**src/rtl/pipelined_cla_adder.sv**
```systemverilog
// Two-stage pipelined carry-lookahead adder with valid/ready handshake and block P/G export.
// Optional subtract mode with `sub` port is enabled by defining CLA_SUB_EN.
module pipelined_cla_adder #(
    parameter int WIDTH = 32,
    parameter int GROUP = 4
) (
    input  logic             clk,
    input  logic             rst_n,
    input  logic             in_valid,
    output logic             in_ready,
    input  logic [WIDTH-1:0] a,
    input  logic [WIDTH-1:0] b,
    input  logic             cin,
`ifdef CLA_SUB_EN
    input  logic             sub,
`endif
    output logic             out_valid,
    input  logic             out_ready,
    output logic [WIDTH-1:0] sum,
    output logic             cout,
    output logic             ovf,
    output logic             p_blk,
    output logic             g_blk
);

    localparam int NG = WIDTH / GROUP;

    function automatic logic grp_prop(input logic [GROUP-1:0] p);
        return &p;
    endfunction

    // Carry out of a group assuming zero carry in.
    function automatic logic grp_gen(input logic [GROUP-1:0] p, input logic [GROUP-1:0] g);
        logic r;
        r = 1'b0;
        for (int j = 0; j < GROUP; j++) begin
            r = g[j] | (p[j] & r);
        end
        return r;
    endfunction

    logic             s1_v_q, s2_v_q;
    logic             s1_adv_s, s2_adv_s;

    logic [WIDTH-1:0] b_eff_s;
    logic [WIDTH-1:0] p_d, g_d, p_q, g_q;
    logic             cin_d, cin_q;
    logic [NG-1:0]    pg_d, gg_d, pg_q, gg_q;

    logic [WIDTH-1:0] sum_d, sum_q;
    logic             cout_d, cout_q;
    logic             ovf_d, ovf_q;
    logic             pblk_d, pblk_q;
    logic             gblk_d, gblk_q;

    assign s2_adv_s = !s2_v_q | out_ready;
    assign s1_adv_s = !s1_v_q | s2_adv_s;
    assign in_ready = s1_adv_s;

    // Stage-1 combinational: effective operand, bit and group propagate/generate.
    always_comb begin
`ifdef CLA_SUB_EN
        if (sub) begin
            b_eff_s = ~b;
            cin_d   = 1'b1;
        end else begin
            b_eff_s = b;
            cin_d   = cin;
        end
`else
        b_eff_s = b;
        cin_d   = cin;
`endif
        p_d  = a ^ b_eff_s;
        g_d  = a & b_eff_s;
        pg_d = '0;
        gg_d = '0;
        for (int k = 0; k < NG; k++) begin
            pg_d[k] = grp_prop(p_d[k*GROUP +: GROUP]);
            gg_d[k] = grp_gen(p_d[k*GROUP +: GROUP], g_d[k*GROUP +: GROUP]);
        end
    end

    // Stage-1 register: loads only when the stage advances with a valid beat.
    always_ff @(posedge clk) begin
        if (!rst_n) begin
            s1_v_q <= 1'b0;
            p_q    <= '0;
            g_q    <= '0;
            cin_q  <= 1'b0;
            pg_q   <= '0;
            gg_q   <= '0;
        end else begin
            if (s1_adv_s) begin
                s1_v_q <= in_valid;
            end
            if (s1_adv_s && in_valid) begin
                p_q   <= p_d;
                g_q   <= g_d;
                cin_q <= cin_d;
                pg_q  <= pg_d;
                gg_q  <= gg_d;
            end
        end
    end

    // Stage-2 combinational: group carry lookahead, in-group ripple, sum and flags.
    always_comb begin : s2_comb
        logic [NG:0]    cg;
        logic [WIDTH:0] c;
        logic           gb;
        cg    = '0;
        c     = '0;
        cg[0] = cin_q;
        for (int k = 0; k < NG; k++) begin
            cg[k+1] = gg_q[k] | (pg_q[k] & cg[k]);
        end
        for (int k = 0; k < NG; k++) begin
            for (int j = 0; j < GROUP; j++) begin
                if (j == 0) begin
                    c[k*GROUP] = cg[k];
                end else begin
                    c[k*GROUP+j] = g_q[k*GROUP+j-1] | (p_q[k*GROUP+j-1] & c[k*GROUP+j-1]);
                end
            end
        end
        c[WIDTH] = cg[NG];
        gb = 1'b0;
        for (int k = 0; k < NG; k++) begin
            gb = gg_q[k] | (pg_q[k] & gb);
        end
        sum_d  = p_q ^ c[WIDTH-1:0];
        cout_d = c[WIDTH];
        ovf_d  = c[WIDTH] ^ c[WIDTH-1];
        pblk_d = &pg_q;
        gblk_d = gb;
    end

    // Stage-2 register: results hold while the consumer stalls.
    always_ff @(posedge clk) begin
        if (!rst_n) begin
            s2_v_q <= 1'b0;
            sum_q  <= '0;
            cout_q <= 1'b0;
            ovf_q  <= 1'b0;
            pblk_q <= 1'b0;
            gblk_q <= 1'b0;
        end else begin
            if (s2_adv_s) begin
                s2_v_q <= s1_v_q;
            end
            if (s2_adv_s && s1_v_q) begin
                sum_q  <= sum_d;
                cout_q <= cout_d;
                ovf_q  <= ovf_d;
                pblk_q <= pblk_d;
                gblk_q <= gblk_d;
            end
        end
    end

    assign out_valid = s2_v_q;
    assign sum       = sum_q;
    assign cout      = cout_q;
    assign ovf       = ovf_q;
    assign p_blk     = pblk_q;
    assign g_blk     = gblk_q;

endmodule

```
**config.mk**
```make
export PLATFORM = sky130hd
export DESIGN_NAME = pipelined_cla_adder
export DESIGN_NICKNAME = d
export VERILOG_FILES = /design/src/rtl/pipelined_cla_adder.sv
export SDC_FILE = /design/constraint.sdc
export NUM_CORES = 1
export LEC_CHECK = 0
export CORE_ASPECT_RATIO = 0.8
export CORE_MARGIN = 3
export CORE_UTILIZATION = 47
export DETAILED_ROUTE_END_ITERATION = 16
export PLACE_DENSITY = 0.76
export SYNTH_ARGS = -nofsm -noshare
export SYNTH_HDL_FRONTEND = slang
export SYNTH_SLANG_ARGS = --single-unit
```
**constraint.sdc**
```tcl
create_clock -name clk -period 2.9 [get_ports clk]
set_clock_uncertainty 0.1 [all_clocks]
set_input_delay 0.29 -clock clk [delete_from_list [all_inputs] [get_ports clk]]
set_output_delay 0.29 -clock clk [all_outputs]
set_load 0.005 [all_outputs]
```
==> metrics.yaml <==
worst_setup_path:
  critPathKind: "reg -> reg"
  r2r_slack_ps: 40
  critPathTopFamily: "simple AND/OR/NAND/NOR gates"
  rr_startpoint: "gg_q[3]"
  worst-path-buf-inv: 0
  rr_worst_depth: 13
  cp_max_fo: 2
  setup.worst_path.start_class: "flip-flop"
  cpMostUsedCell: "ha_1"
  required_ps: 3070
  path_cells: "o21a_1, or2_1, a31o_4, a21o_1, ha_1, or2_2, ha_1, or2_4, ha_4, nor2_4, xnor2_2, nand2_1, a21boi_1"
  cp_slowest_cell: "dfxtp_2"
  worstSetupPathDepth: 13
  cp-end-kind: "flip-flop"
  cp.arrival_ps: 3030
  rr_endpoint: "sum[31]"
  critPathMaxStageDelay_ps: 320
hold_path:
  min_path_type: "reg -> reg"
  whs_path_depth: 2
  holdCritStartpoint: "g_q[12]"
  hold_end: "g_q[12]"
global_routing:
  grt_max_degree: 74
  antenna_found_initial: 0
  grt_pass1_vias: 4498
  gr-usage-all-layers_pct: 19.7
  grt_pass1_wl_um: 21000
  gr-total-overflow: 0
route:
  dr.pass1.iters: 4
  route.final.wire_length_um: 12800
  vias: 4626
  drc: 0
  ant_nets: 0
  via_per_inst: 5.26
  wl_per_cell_um: 14.6
  drt_iter0_drc: 267
power_and_ir_drop:
  ir_drop_mv: 0.316
  power.leakage_nw: 2.90
  finalPower_w: 0.00359
  power_density_mw_per_mm2: 510
sta:
  worst_slew_pin_slew_ps: 706
  fin_ws_ps: 38.9
  max_slew_margin_pct: 52.9
  setup_violations: 0
  layout_worst_path_cycle_share_pct: 98.7
  fin_crit_ps: 2860
  final-hold-violation-count: 0
  hold_ws_ps: 350
  setup_tns_ps: 0
  fmaxAchievable_mhz: 350
  drv_slew: 0
clock_network:
  clkTransAtPathRegs_ps: 70
  h-tree-depth: 3
  clock-root-buffer: "clkbuf_16"
  cts.sinks: 111
  hold_buffers: 0
  insertion_delay_ps: 340
  cts_made_buffers: 9
  clockBufferDepth: 2
  cts_tree: "yes"
flow_run:
  cap_violations: 0
floorplanning:
  io_pins: 107
  start_util_pct: 49.3
  core_area_mm2: 0.0111
  num_rows: 34
  fp.dieH_um: 103
  dieArea_mm2: 0.0130
  die_w_um: 127
place:
  dp_hpwl_um: 9100
  pre_cts_ws_ps: -34.6
  io_buffers: 106
  gp_congestion: 0.833
yosys:
  async_reset_ff_share_pct: 0
  synth-edff-count: 0
  syn_avg_cell_area_um2: 8.66
  synthAdderAreaFrac_pct: 12.8
  synthMuxAreaShare_pct: 0
  synth.largest_area_cell: "dfxtp_1"
  syn_nets: 757
  synth_top_family_by_area: "compound AO/OA/AOI/OAI gates"
  synth_seq_cells: 111
  synth_seq_area_share_pct: 40.6
  synth_compound_area_share_pct: 20.5
  synth.distinct_cells: 42
  synth.top_cells.by_area: "dfxtp_1 (41%), nand2_1 (13%), ha_1 (13%), a21boi_1 (11%), a21boi_0 (2.5%)"
  synthCells: 632
  synth_area_mm2: 0.00547
  synthXorXnorAreaFrac_pct: 1.28
  yosysTopAreaCellShare_pct: 40.6
  synth_flop_cell: "dfxtp_1"
  yosys_warnings: 0
  yosys.area_share.simple_pct: 20.5
cells_and_area:
  area_growth_pct: 28.7
  layout.nets: 856
  layout-drive-gt1-share_pct: 9.10
  diodes: 0
run_status:
  status: "finished, final reports clean"
[cells by family (layout without fill, tap and decap cells)]
logic type / Yosys count / after routing
compound gates: 161 / 161
xor+xnor: 8 / 8
fa+ha+maj: 56 / 56
buf+inv: 36 / 140
flops: 111 / 111
simple gates: 260 / 260
[per-layer routing]
metal  track usage, %  share of wire (%)  vias to the layer above
met5                0                  0                        -
met4             5.28                1.1                        0
met3             4.30                4.5                       13
met2             32.0                 46                       99
met1             26.9                 48                     2179
li1                 -                  -                     2335
[power by group]
group          switching [W]  leakage (nW)  internal (W)
Clock               0.000562         0.166      0.000805
Sequential         0.0000562         0.908       0.00160
Combinational       0.000260          1.83      0.000304
Total               0.000879          2.90       0.00271
[flip-flops by register name (all words and copies together) (netlist names)]
register	count
out_valid	1
cout	1
gg_q	8
g_q	24
sum	32
p_blk	1
pg_q	8
ovf	1
s1_v_q	1
cin_q	1
p_q	32
g_blk	1
[tightest hold or removal path, stage by stage (launching register included)]
cell	delay, ps
dfxtp_1	310
nand2_1	50
a21boi_1	50
[cell type report]
| cell class | instances | area (um^2) |
|---|---|---|
| well taps | 144 | 180 |
| repair buffers | 122 | 1230 |
| clock inverters | 5 | 78.8 |
| multi-input cells | 485 | 3080 |
| fillers | 903 | 4060 |
| flip-flops and latches | 111 | 2220 |
| clock buffers | 11 | 253 |
| inverters | 2 | 7.51 |
[how the worst max path moves through the flow]
stage | start | end
after floorplan | gg_q[3] | ovf
after global placement | gg_q[3] | ovf
after detailed placement | gg_q[3] | sum[31]
after CTS | gg_q[1] | sum[31]
after global routing | gg_q[3] | sum[31]
final | gg_q[3] | sum[31]
[through the flow]
step                cell area [um^2]  utilization, %  cells
finish                          7050            63.5    880
global route                    7050            63.5    880
CTS                             6990            63.0    879
detailed placement              6650            59.9    863
global placement                6650            59.9    863
floorplan                       5470               -    632
[timing repair]
item	4_1_cts	5_1_grt
gates resized for setup	5	10
setup endpoints to repair	2	3
pin swaps	4	7
setup buffers	0	1
hold endpoints to repair	0	0
[cells in the mapped netlist (2+ instances only)]
library cell  number
ha_1              56
or2_2             16
nand4_1            2
a21oi_1           19
a21boi_1          81
dfxtp_1          111
xnor2_1            8
buf_2              8
a21o_1             6
and4_1             8
and2_1             2
o21a_1             4
nor2_1            17
nand3_1            3
o21ai_0           13
buf_6             10
a31oi_1            2
clkbuf_1          12
o21ai_1           10
a21boi_0          18
nor2b_1            8
nand2_1          195
buf_4              4
[cell usage in the layout (no fill, tap or decap), types with 2 or more instances in the layout]
cell type          n
a31oi_1            2
nor2_4             2
a21oi_1           19
dfxtp_2            2
a21boi_0          17
o21a_1             4
nand2_1          195
clkinv_2           2
nand4_1            2
ha_1              55
and4_1             8
nand3_1            3
nor2_1            16
xnor2_1            7
clkbuf_16          9
bufinv_16          2
a21o_1             6
o21ai_0           12
clkbuf_8           2
nor2b_1            8
o21ai_2            2
a21boi_1          82
buf_4             12
or2_2             15
buf_12             4
dfxtp_1          109
clkdlybuf4s50_1  105
o21ai_1            9
Power figures use the tool's default switching activity.
